<file path="config.mk">
export PLATFORM = sky130hd
export DESIGN_NAME = id_ex_operand_stage
export DESIGN_NICKNAME = d
export VERILOG_FILES = /design/src/rtl/id_ex_operand_stage.sv
export SDC_FILE = /design/constraint.sdc
export NUM_CORES = 1
export LEC_CHECK = 0
export BUFFER_PORTS_ARGS = -buffer_cell sky130_fd_sc_hd__buf_4
export CAP_MARGIN = 20
export CORE_UTILIZATION = 30
export CTS_BUF_LIST = sky130_fd_sc_hd__clkbuf_4 sky130_fd_sc_hd__clkbuf_8 sky130_fd_sc_hd__clkbuf_16
export DETAILED_ROUTE_END_ITERATION = 10
export PLACE_DENSITY_LB_ADDON = 0.15
export SLEW_MARGIN = 20
export SYNTH_ARGS = -nofsm -noshare
export SYNTH_HDL_FRONTEND = slang
export SYNTH_SLANG_ARGS = --single-unit
</file>
<file path="constraint.sdc">
create_clock -name clk -period 3.9 [get_ports clk]
set_input_delay 1.17 -clock clk [delete_from_list [all_inputs] [get_ports clk]]
set_output_delay 1.17 -clock clk [all_outputs]
set_load 0.1 [all_outputs]
</file>
<file path="src/rtl/id_ex_operand_stage.sv">
// ID/EX pipeline register with ALU-slice control decode and EX/MEM, MEM/WB
// operand forwarding. Operand and forwarding paths are combinational from the
// registered fields, so the EX stage sees them in the cycle after capture.
module id_ex_operand_stage #(
  parameter int W = 32
) (
  input  logic         clk,
  input  logic         rst_n,
  input  logic         stall,
  input  logic         flush,
  input  logic         id_valid,
  input  logic [7:0]   id_ctrl,
  input  logic [5:0]   id_funct,
  input  logic [W-1:0] id_rs_data,
  input  logic [W-1:0] id_rt_data,
  input  logic [W-1:0] id_imm,
  input  logic [4:0]   id_rs,
  input  logic [4:0]   id_rt,
  input  logic [4:0]   id_rd,
  input  logic         exm_regwrite,
  input  logic [4:0]   exm_rd,
  input  logic [W-1:0] exm_result,
  input  logic         mwb_regwrite,
  input  logic [4:0]   mwb_rd,
  input  logic [W-1:0] mwb_data,
  output logic [W-1:0] alu_a,
  output logic [W-1:0] alu_b,
  output logic [2:0]   alu_op,
  output logic         alu_binvert,
  output logic         alu_cin,
  output logic [W-1:0] store_data,
  output logic [4:0]   ex_dest,
  output logic [3:0]   ex_ctrl,
  output logic         ex_valid,
  output logic         illegal
);

  localparam logic [2:0] OP_AND = 3'b000;
  localparam logic [2:0] OP_OR  = 3'b001;
  localparam logic [2:0] OP_ADD = 3'b010;
  localparam logic [2:0] OP_SUB = 3'b110;
  localparam logic [2:0] OP_SLT = 3'b111;

  logic         valid_q,   valid_d;
  logic [3:0]   ctrl_q,    ctrl_d;
  logic         illegal_q, illegal_d;
  logic [2:0]   op_q,      op_d;
  logic         alusrc_q,  alusrc_d;
  logic [4:0]   dest_q,    dest_d;
  logic [4:0]   rs_q,      rs_d;
  logic [4:0]   rt_q,      rt_d;
  logic [W-1:0] rs_data_q, rs_data_d;
  logic [W-1:0] rt_data_q, rt_data_d;
  logic [W-1:0] imm_q,     imm_d;

  logic [2:0]   dec_op;
  logic         dec_illegal;
  logic [W-1:0] fwd_a;
  logic [W-1:0] fwd_b;

  // Decode ALUOp/funct into the slice Op; unknown R-type funct falls back to ADD
  always_comb begin
    dec_op      = OP_ADD;
    dec_illegal = 1'b0;
    unique case (id_ctrl[1:0])
      2'b00: dec_op = OP_ADD;
      2'b01: dec_op = OP_SUB;
      2'b11: dec_op = OP_OR;
      2'b10: begin
        case (id_funct)
          6'h20:   dec_op = OP_ADD;
          6'h22:   dec_op = OP_SUB;
          6'h24:   dec_op = OP_AND;
          6'h25:   dec_op = OP_OR;
          6'h2A:   dec_op = OP_SLT;
          default: begin
            dec_op      = OP_ADD;
            dec_illegal = 1'b1;
          end
        endcase
      end
      default: dec_op = OP_ADD;
    endcase
  end

  // Next-state selection: flush beats stall beats load; flush leaves data fields held
  always_comb begin
    valid_d   = valid_q;
    ctrl_d    = ctrl_q;
    illegal_d = illegal_q;
    op_d      = op_q;
    alusrc_d  = alusrc_q;
    dest_d    = dest_q;
    rs_d      = rs_q;
    rt_d      = rt_q;
    rs_data_d = rs_data_q;
    rt_data_d = rt_data_q;
    imm_d     = imm_q;
    if (flush) begin
      valid_d   = 1'b0;
      ctrl_d    = 4'b0000;
      illegal_d = 1'b0;
    end else if (!stall) begin
      valid_d   = id_valid;
      // A non-instruction must never write registers or memory downstream
      ctrl_d    = id_valid ? id_ctrl[7:4] : 4'b0000;
      illegal_d = dec_illegal & id_valid;
      op_d      = dec_op;
      alusrc_d  = id_ctrl[2];
      dest_d    = id_ctrl[3] ? id_rd : id_rt;
      rs_d      = id_rs;
      rt_d      = id_rt;
      rs_data_d = id_rs_data;
      rt_data_d = id_rt_data;
      imm_d     = id_imm;
    end
  end

  // Pipeline register bank; reset Op is ADD so an idle ALU does no subtract
  always_ff @(posedge clk or negedge rst_n) begin
    if (!rst_n) begin
      valid_q   <= 1'b0;
      ctrl_q    <= 4'b0000;
      illegal_q <= 1'b0;
      op_q      <= OP_ADD;
      alusrc_q  <= 1'b0;
      dest_q    <= 5'd0;
      rs_q      <= 5'd0;
      rt_q      <= 5'd0;
      rs_data_q <= '0;
      rt_data_q <= '0;
      imm_q     <= '0;
    end else begin
      valid_q   <= valid_d;
      ctrl_q    <= ctrl_d;
      illegal_q <= illegal_d;
      op_q      <= op_d;
      alusrc_q  <= alusrc_d;
      dest_q    <= dest_d;
      rs_q      <= rs_d;
      rt_q      <= rt_d;
      rs_data_q <= rs_data_d;
      rt_data_q <= rt_data_d;
      imm_q     <= imm_d;
    end
  end

  // Forwarding: youngest producer (EX/MEM) wins; $0 is never forwarded
  always_comb begin
    fwd_a = rs_data_q;
    if (exm_regwrite && (exm_rd != 5'd0) && (exm_rd == rs_q)) begin
      fwd_a = exm_result;
    end else if (mwb_regwrite && (mwb_rd != 5'd0) && (mwb_rd == rs_q)) begin
      fwd_a = mwb_data;
    end
    fwd_b = rt_data_q;
    if (exm_regwrite && (exm_rd != 5'd0) && (exm_rd == rt_q)) begin
      fwd_b = exm_result;
    end else if (mwb_regwrite && (mwb_rd != 5'd0) && (mwb_rd == rt_q)) begin
      fwd_b = mwb_data;
    end
  end

  assign alu_a       = fwd_a;
  assign alu_b       = alusrc_q ? imm_q : fwd_b;
  assign store_data  = fwd_b;
  assign alu_op      = op_q;
  // SUB and SLT need A + ~B + 1: invert B in every slice and carry 1 into bit 0
  assign alu_binvert = op_q[2];
  assign alu_cin     = op_q[2];
  assign ex_dest     = dest_q;
  assign ex_ctrl     = ctrl_q;
  assign ex_valid    = valid_q;
  assign illegal     = illegal_q;

endmodule

</file>
==> results.sh, run 1 <==
export IMPL_status="complete, but fails checks"
export IMPL_violations="setup timing"
export IMPL_cts_buffers=17
export IMPL_slew_viol_final=0
export IMPL_area_growth_pct=95.8
export IMPL_maxCapViolCount=0
export IMPL_fp_dieArea_um2=23800
export IMPL_finClkSkew_ns=0
export IMPL_cts_htree_levels=4
export IMPL_combPwrFrac=0.559
export IMPL_final_cell_mix="buf_4, dfrtp_1, buf_12, mux2_2, nand2_1"
export IMPL_hold_violations=0
export IMPL_ys_warn_count=0
export IMPL_ir_drop_v=0.000301
export IMPL_syn_inst=693
export IMPL_vias=6653
export IMPL_grt_pass1_wl_um=40700
export IMPL_synth_area_um2=6950
export IMPL_dieWidth_um=154
export IMPL_clk_latency_ns=0.41
export IMPL_cpMostUsedCell="buf_12"
export IMPL_synth_nets=899
export IMPL_dieHeight_um=154
export IMPL_min_period_over_period=1.10
export IMPL_antenna_left=0
export IMPL_rr_startpoint="alusrc_q"
export IMPL_cts_root_buf="clkbuf_16"
export IMPL_final_nets=1275
export IMPL_core_area_um2=22700
export IMPL_num_rows=55
export IMPL_p_per_area_nw_per_um2=522
export IMPL_p_sw_frac=0.452
export IMPL_io_pins=318
export IMPL_hold_ws_ns=0.503
export IMPL_tightest_slew_ns=0.668
export IMPL_routed_wl_um=25300
export IMPL_layout_commonest_cell="buf_4"
export IMPL_setup_worst_path_start_class="input pin"
export IMPL_power_frac_clock=0.222
export IMPL_crit_path_end_kind="output port"
export IMPL_antenna_found_initial=0
export IMPL_grt_overflow=0
export IMPL_synthFlopType="dfrtp_1"
export IMPL_setup_violations=96
export IMPL_final_min_clock_period_ns=4.30
export IMPL_setup_worst_path_start="mwb_rd[1]"
export IMPL_yosysSeqAreaShare=0.436
export IMPL_synth_edff_count=0
export IMPL_path_cells="buf_6 > or4_4 > o21a_4 > nand4_4 > buf_12 > mux2i_1 > buf_4 > a221oi_4 > buf_12"
export IMPL_initial_core_util=0.306
export IMPL_ys_ff_latch=121
export IMPL_final_layout_size_suffix_gt1_frac=0.610
export IMPL_dpl_hpwl_um=17900
export IMPL_path_max_fanout=10
export IMPL_slew_headroom=0.555
export IMPL_dr_pass1_iters=5
export IMPL_hp_start="rs_data_q[5]"
export IMPL_avgRoutedWirePerCell_um=18.5
export IMPL_grt_max_degree=90
export IMPL_drc=0
export IMPL_num_fill_cells=1849
export IMPL_hp_class="flip-flop to flip-flop"
export IMPL_path_class="input pin to output port"
export IMPL_grt_pass1_vias=7429
export IMPL_grt_usage=0.222
export IMPL_routed_via_density=4.87
export IMPL_setup_ws_ns=-0.399
export IMPL_critPathRequiredTime_ns=2.73
export IMPL_antenna_cells=0
export IMPL_synthArstFlopShare=1.00
export IMPL_max_freq_mhz=233
export IMPL_power_switching_mw=3.21
export IMPL_seq_power_share=0.219
export IMPL_synth_cell_types=35
export IMPL_p_leak_nw=5.96
export IMPL_final_cells=1367
export IMPL_dp_cells=1324
export IMPL_critPathArrivalTime_ns=3.13
export IMPL_cp_slowest_cell="or4_4"
export IMPL_syn_area_per_cell_um2=10.0
export IMPL_critPathMaxStageDelay_ns=0.52
export IMPL_cts_tree="done"
export IMPL_rsz0062_at_grt="true"
export IMPL_routabilityCongestion=0.800
export IMPL_clockBufferDepth=2
export IMPL_clock_sinks=121
export IMPL_internal_power_mw=3.89
export IMPL_path_clk_slew_ns=0.05
export IMPL_io_buffers=317
export IMPL_drtIter0Drc=237
[worst paths after layout]
check	endpoint	slack, ns	cells after the start
setup / recovery	alu_b[12]	-0.40	9
hold / removal	rs_data_q[5]	0.50	1
setup reg to reg	alusrc_q	2.69	1
hold reg to reg	rs_data_q[5]	0.50	1
max in group asynchronous	rt_data_q[22]	2.43	2
min in group asynchronous	rt_data_q[16]	0.66	1
[repair_timing]
action                                  CTS  global route
hold buffers                              0             0
pin swaps                                16            10
endpoints found under the setup margin   96            96
gates resized for setup                 312            34
cloned                                    3             0
setup buffers                             9             4
[cell usage after synthesis (all sizes together), types with 2 or more instances]
library cell  instances  area (µm²)
dfrtp               120        3000
mux2                 75         845
nand2                71         267
mux2i                69         691
o21ai                67         335
nor2                 49         184
a21oi                44         220
clkbuf               37         139
nor3                 35         175
inv                  33         124
a221oi               32         468
buf                  20         139
xnor2                10        87.6
xor2                 10        87.6
nor2b                 4        32.5
or4                   3        22.5
nand3                 2        10.0
[metrics by stage]
stage | setup slack [ns] | util | setup TNS (ns) | instance area [µm²] | total power, mW
after floorplan | -0.584 | - | -35.23 | 8200 | 4.09
after global placement | -0.465 | 0.504 | -35.27 | 11400 | 4.89
after detailed placement | -0.484 | 0.504 | -35.53 | 11400 | 4.90
after CTS | -0.416 | 0.594 | -28.52 | 13500 | 7.11
after global routing | -0.463 | 0.599 | -33.84 | 13600 | 7.37
final | -0.399 | 0.599 | -28.58 | 13600 | 7.10
[power groups by stage]
| stage | sequential, mW | clock, mW | combinational [mW] |
|---|---|---|---|
| CTS | 1.55 | 1.62 | 3.94 |
| global placement | 1.57 | 0 | 3.32 |
| finish | 1.56 | 1.57 | 3.97 |
| floorplan | 1.61 | 0 | 2.48 |
| detailed placement | 1.57 | 0 | 3.33 |
| global route | 1.58 | 1.68 | 4.11 |
[kinds of logic after synthesis]
logic type	after synthesis	share of synthesized area
xor+xnor	20	0.0252
simple gates	168	0.105
flops	121	0.436
buf+inv	90	0.0578
mux	144	0.221
compound gates	150	0.155
[flip-flops by register name, summed over array words and instances (netlist names)]
name       cells
rs_q           5
ex_ctrl        4
rs_data_q     32
alusrc_q       1
rt_q           5
imm_q         32
ex_valid       1
illegal        1
alu_op         3
rt_data_q     32
ex_dest        5
[critical path, delay by kind of cell]
family,cells,cell delay (ns)
simple gates,2,0.68
buf+inv,4,0.63
compound gates,2,0.54
mux,1,0.08
[cell type report]
cell class                 instances  area, µm²  area share
multi-input combinational        482       4870       0.358
timing repair buffer             414       4630       0.341
sequential                       121       3030       0.223
clock buffer                      19        453      0.0333
tap                              285        357      0.0262
clock inverter                    13        134     0.00984
inverter                          33        124     0.00910
[layer usage]
layer  track usage  share of wire
met5             0              0
met3        0.0544          0.059
met1         0.269           0.41
met4        0.0776          0.021
met2         0.381           0.51
(Power assumes the default switching activity.)
==> inputs of run 2 (changes only) <==
Settings changed: ABC_AREA set to 1.
==> results.sh, run 2 <==
export IMPL_dieHeight_um=158
export IMPL_ys_ff_latch=121
export IMPL_design_area_um2=12200
export IMPL_slew_viol_final=0
export IMPL_drtIter0Drc=542
export IMPL_grt_usage=0.233
export IMPL_hp_class="flip-flop to flip-flop"
export IMPL_synth_most_common_cell="nand2_1"
export IMPL_setup_tns_ns=0
export IMPL_antenna_found_initial=0
export IMPL_dpl_hpwl_um=21100
export IMPL_critPathMaxStageDelay_ns=0.23
export IMPL_synthArstFlopShare=1.00
export IMPL_final_nets=1586
export IMPL_grt_use_met1=0.297
export IMPL_cp_slowest_cell="buf_6"
export IMPL_routabilityCongestion=0.843
export IMPL_min_period_over_period=0.985
export IMPL_grt_pass1_wl_um=44100
export IMPL_setup_worst_path_start_class="input pin"
export IMPL_p_leak_nw=6.37
export IMPL_path_clk_slew_ns=0.06
export IMPL_layout_commonest_cell="nand2_1"
export IMPL_clockBufferDepth=2
export IMPL_status="finished clean"
export IMPL_rsz0062_at_grt="true"
export IMPL_maxCapViolCount=0
export IMPL_path_max_fanout=15
export IMPL_avgRoutedWirePerCell_um=17.4
export IMPL_syn_inst=1071
export IMPL_crit_path_end_kind="output port"
export IMPL_critPathRequiredTime_ns=2.73
export IMPL_routed_wl_um=29800
export IMPL_antenna_cells=0
export IMPL_syn_area_per_cell_um2=6.84
export IMPL_fp_dieArea_um2=25000
export IMPL_num_rows=56
export IMPL_yosysSeqAreaShare=0.414
export IMPL_synth_area_um2=7320
export IMPL_ir_drop_v=0.000338
export IMPL_internal_power_mw=3.27
export IMPL_grt_util_met3=0.0517
export IMPL_grt_max_degree=77
export IMPL_clk_latency_ns=0.42
export IMPL_synth_cell_types=27
export IMPL_hold_depth=2
export IMPL_synth_edff_count=0
export IMPL_path_cells="buf_4 > xnor2_1 > nand2_1 > nor2_4 > buf_4 > buf_12 > nand4_1 > nand3_1 > and2_1 > buf_6"
export IMPL_worstReg2RegEnd="alusrc_q"
export IMPL_r2r_cells=3
export IMPL_seq_power_share=0.239
export IMPL_cts_root_buf="clkbuf_16"
export IMPL_rr_startpoint="alusrc_q"
export IMPL_grt_busiest_layer="met2"
export IMPL_use_met2=0.397
export IMPL_cts_htree_levels=4
export IMPL_largestRegisters="imm_q x32, rs_data_q x32, rt_data_q x32"
export IMPL_slew_headroom=0.529
export IMPL_final_min_clock_period_ns=3.84
export IMPL_cts_tree="done"
export IMPL_synth_common_cells="nand2_1, nand3_1, dfrtp_1"
export IMPL_routed_via_density=4.81
export IMPL_dpl_instance_area_um2=10600
export IMPL_critical_path_top_delay_family="simple AND/OR/NAND/NOR gates"
export IMPL_dieWidth_um=158
export IMPL_dr_pass1_iters=5
export IMPL_vias=8241
export IMPL_hp_start="imm_q[27]"
export IMPL_initial_core_util=0.309
export IMPL_p_per_area_nw_per_um2=511
export IMPL_io_buffers=317
export IMPL_cts_buffers=17
export IMPL_final_cell_mix="nand2_1, buf_4, nand3_1, dfrtp_1, inv_1"
export IMPL_final_layout_size_suffix_gt1_frac=0.340
export IMPL_power_frac_clock=0.250
export IMPL_grt_pass1_vias=8085
export IMPL_clock_sinks=121
export IMPL_critPathBufInv=4
export IMPL_setup_violations=0
export IMPL_power_switching_mw=2.98
export IMPL_holdPathEnd="imm_q[27]"
export IMPL_area_growth_pct=67.0
export IMPL_rrSetupSlack_ns=2.46
export IMPL_synth_nets=1277
export IMPL_hold_violations=0
export IMPL_p_sw_frac=0.476
export IMPL_tightest_slew_ns=0.706
export IMPL_io_pins=318
export IMPL_synth_top_area_cell="dfrtp_1"
export IMPL_combPwrFrac=0.511
export IMPL_finClkSkew_ns=0
export IMPL_synth_area_top_cells="dfrtp_1, nand2_1, nand3_1"
export IMPL_core_area_um2=23700
export IMPL_synthFlopType="dfrtp_1"
export IMPL_antenna_left=0
export IMPL_max_freq_mhz=260
export IMPL_cpMostUsedCell="buf_4"
export IMPL_critPathArrivalTime_ns=2.67
export IMPL_path_class="input pin to output port"
export IMPL_drc=0
export IMPL_grt_overflow=0
export IMPL_netlist_area_leader_share=0.410
export IMPL_ys_warn_count=0
[run 2: cell types whose count changed in the layout (fill, tap and decap cells not counted), moves of 33 or more]
cell	delta
nand3_1	+157
mux2_2	-75
inv_1	+78
nand2_1	+311
mux2i_1	-48
buf_12	-50
nand4_1	+33
[run 2: area by class of cell]
| cell class | instances | area, µm² |
|---|---|---|
| timing repair buffer | 360 | 3740 |
| clock inverter | 15 | 143 |
| tap | 319 | 399 |
| clock buffer | 17 | 425 |
| multi-input combinational | 767 | 4070 |
| inverter | 113 | 424 |
| sequential | 121 | 3030 |
| fill | 2383 | 11500 |
[run 2: per-stage QoR]
step	std cells	total power, mW	hold WS (ns)	worst slack [ns]	utilization
floorplan	1071	3.54	0.442	-0.507	-
global placement	1673	4.31	0.454	-0.0318	0.447
detailed placement	1673	4.32	0.458	-0.0396	0.447
CTS	1705	5.91	0.474	-0.00913	0.473
global route	1712	6.50	0.487	-0.0629	0.516
finish	1712	6.25	0.471	0.0578	0.516
[run 2: timing repair]
item,4_1_cts,5_1_grt
setup endpoints to repair,9,94
pin swaps,1,6
setup buffers,0,2
hold buffers,0,0
cloned,0,5
resized for setup,9,222
[run 2: kinds of logic (layout without fill, tap and decap cells)]
kind of cell           after synthesis  after routing  synth area share
AND/OR/NAND/NOR                    661            661             0.397
AO/OA/AOI/OAI                       88             88            0.0634
buffers and inverters              183            505             0.104
flip-flops                         121            121             0.414
XOR/XNOR                            18             18            0.0215
[run 2: how the worst max path moves through the flow]
stage | end | depth (start not counted) | from
floorplan | alu_a[0] | 5 | exm_rd[3]
global placement | alu_a[0] | 11 | mwb_rd[4]
detailed placement | alu_a[0] | 10 | mwb_rd[0]
CTS | alu_a[0] | 11 | mwb_rd[4]
global route | alu_a[21] | 10 | mwb_rd[0]
finish | store_data[5] | 10 | mwb_rd[0]
[run 2: power groups by stage]
| stage | combinational, mW | clock [mW] | sequential [mW] |
|---|---|---|---|
| floorplan | 1.95 | 0 | 1.59 |
| global placement | 2.79 | 0 | 1.51 |
| detailed placement | 2.80 | 0 | 1.51 |
| CTS | 2.82 | 1.60 | 1.49 |
| global route | 3.34 | 1.65 | 1.51 |
| finish | 3.19 | 1.56 | 1.49 |
[run 2: worst min-delay path: cells and delay by family (launching register included)]
| kind | cells | cell delay, ns |
|---|---|---|
| simple gates | 2 | 0.10 |
| flops | 1 | 0.34 |
[run 2: per-layer routing]
layer	vias up	wire (µm)
met1	3881	12900
li1	4024	-
met3	24	2110
met4	0	300
met5	-	0
met2	312	14600
==> inputs of run 3 (changes only) <==
Settings changed: CTS_BUF_LIST sky130_fd_sc_hd__clkbuf_4 sky130_fd_sc_hd__clkbuf_8 sky130_fd_sc_hd__clkbuf_16 to sky130_fd_sc_hd__clkbuf_8.
==> results.sh, run 3 (synthesis results as in run 2) <==
export IMPL_tightest_slew_ns=0.685
export IMPL_setup_violations=0
export IMPL_dr_pass1_iters=6
export IMPL_setup_tns_ns=0
export IMPL_dp_cells=1673
export IMPL_clockBufferDepth=2
export IMPL_cts_root_buf="clkbuf_8"
export IMPL_final_nets=1586
export IMPL_min_period_over_period=0.985
export IMPL_fp_dieArea_um2=25000
export IMPL_setup_worst_path_start_class="input pin"
export IMPL_rsz0062_at_grt="true"
export IMPL_critPathArrivalTime_ns=2.67
export IMPL_core_area_um2=23700
export IMPL_path_class="input pin to output port"
export IMPL_slew_headroom=0.543
export IMPL_p_per_area_nw_per_um2=482
export IMPL_dieWidth_um=158
export IMPL_final_layout_size_suffix_gt1_frac=0.340
export IMPL_largestRegisters="imm_q x32, rs_data_q x32, rt_data_q x32"
export IMPL_final_cell_mix="nand2_1, buf_4, nand3_1, dfrtp_1, inv_1"
export IMPL_final_cells=1712
export IMPL_clk_latency_ns=0.43
export IMPL_cts_htree_levels=4
export IMPL_io_pins=318
export IMPL_io_buffers=317
export IMPL_critPathMaxStageDelay_ns=0.18
export IMPL_path_cells="buf_4 > xnor2_1 > nand2_1 > nor2_4 > buf_4 > buf_12 > nand4_1 > nand3_1 > nand3_1 > nand2_2 > buf_12"
export IMPL_critPathRequiredTime_ns=2.73
export IMPL_grt_usage=0.231
export IMPL_cts_tree="done"
export IMPL_critPathBufInv=4
export IMPL_place_ws_ns=-0.0396
export IMPL_finClkSkew_ns=0
export IMPL_drtIter0Drc=541
export IMPL_num_rows=56
export IMPL_clock_sinks=121
export IMPL_routabilityCongestion=0.843
export IMPL_drc=0
export IMPL_final_min_clock_period_ns=3.84
export IMPL_antenna_cells=0
export IMPL_initial_core_util=0.309
export IMPL_maxCapViolCount=0
export IMPL_layout_commonest_cell="nand2_1"
export IMPL_crit_path_end_kind="output port"
export IMPL_grt_overflow=0
export IMPL_ir_drop_v=0.000327
export IMPL_num_fill_cells=2403
export IMPL_path_clk_slew_ns=0.08
export IMPL_dieHeight_um=158
export IMPL_critical_path_top_delay_family="simple AND/OR/NAND/NOR gates"
export IMPL_status="finished clean"
export IMPL_area_growth_pct=64.4
export IMPL_design_area_um2=12000
export IMPL_slew_viol_final=0
export IMPL_avgRoutedWirePerCell_um=17.3
export IMPL_dpl_hpwl_um=21100
export IMPL_routed_via_density=4.87
export IMPL_routed_wl_um=29700
export IMPL_grt_pass1_wl_um=43900
export IMPL_grt_max_degree=77
export IMPL_vias=8329
export IMPL_cp_slowest_cell="buf_12"
export IMPL_antenna_found_initial=0
export IMPL_cts_buffers=17
export IMPL_antenna_left=0
export IMPL_hold_violations=0
export IMPL_path_max_fanout=15
export IMPL_setup_ws_ns=0.0588
export IMPL_dpl_instance_area_um2=10600
export IMPL_hp_class="flip-flop to flip-flop"
export IMPL_max_freq_mhz=260
export IMPL_grt_pass1_vias=8063
export IMPL_p_leak_nw=6.28
run 3: layout make-up:
cell class,count,area (µm²),area share
Multi-Input combinational cell,767,4070,0.338
Timing Repair Buffer,360,3740,0.311
Sequential cell,121,3030,0.252
Inverter,113,424,0.0352
Tap cell,319,399,0.0332
Clock buffer,17,234,0.0194
Clock inverter,15,143,0.0118
run 3: timing repair:
action | in CTS | in global routing
pin swaps | 1 | 6
hold buffers | 0 | 0
endpoints found under the setup margin | 5 | 94
buffers inserted | 0 | 2
resized for setup | 5 | 226
cloned | 0 | 5
run 3: per-stage QoR:
stage               hold slack, ns  utilization  total power [mW]
detailed placement           0.458        0.447              4.32
finish                       0.475        0.508              5.81
floorplan                    0.442            -              3.54
global placement             0.454        0.447              4.31
CTS                          0.479        0.464              5.47
global route                 0.492        0.508              6.06
run 3: worst register-to-register path, stage by stage (launching register included):
cell and delay [ns]:
dfrtp_1 0.40, inv_1 0.51, buf_12 0.26, o21ai_0 0.12
run 3: power breakdown:
part	internal (mW)	total [mW]	switching, mW
clock network	0.516	1.13	0.611
registers	1.41	1.49	0.0828
logic	0.977	3.19	2.22
run 3: metal layers:
layer	track usage	vias to the layer above	share of wire
met5	0	-	0
met4	0.0531	0	0.0091
met3	0.0463	18	0.071
met2	0.395	324	0.49
met1	0.297	3963	0.43
li1	-	4024	-
run 3: path summary, 6_finish.rpt:
| check | start | end | slack (ns) | cells after the start |
|---|---|---|---|---|
| worst max-delay path | mwb_rd[0] | alu_b[9] | 0.06 | 11 |
| worst min-delay path | rt_data_q[20] | rt_data_q[20] | 0.48 | 2 |
| worst max register to register | alusrc_q | alusrc_q | 2.48 | 3 |
| worst min register to register | rt_data_q[20] | rt_data_q[20] | 0.48 | 2 |
| max in group asynchronous | rst_n | alu_op[1] | 2.43 | 2 |
| min in group asynchronous | rst_n | illegal | 0.69 | 1 |
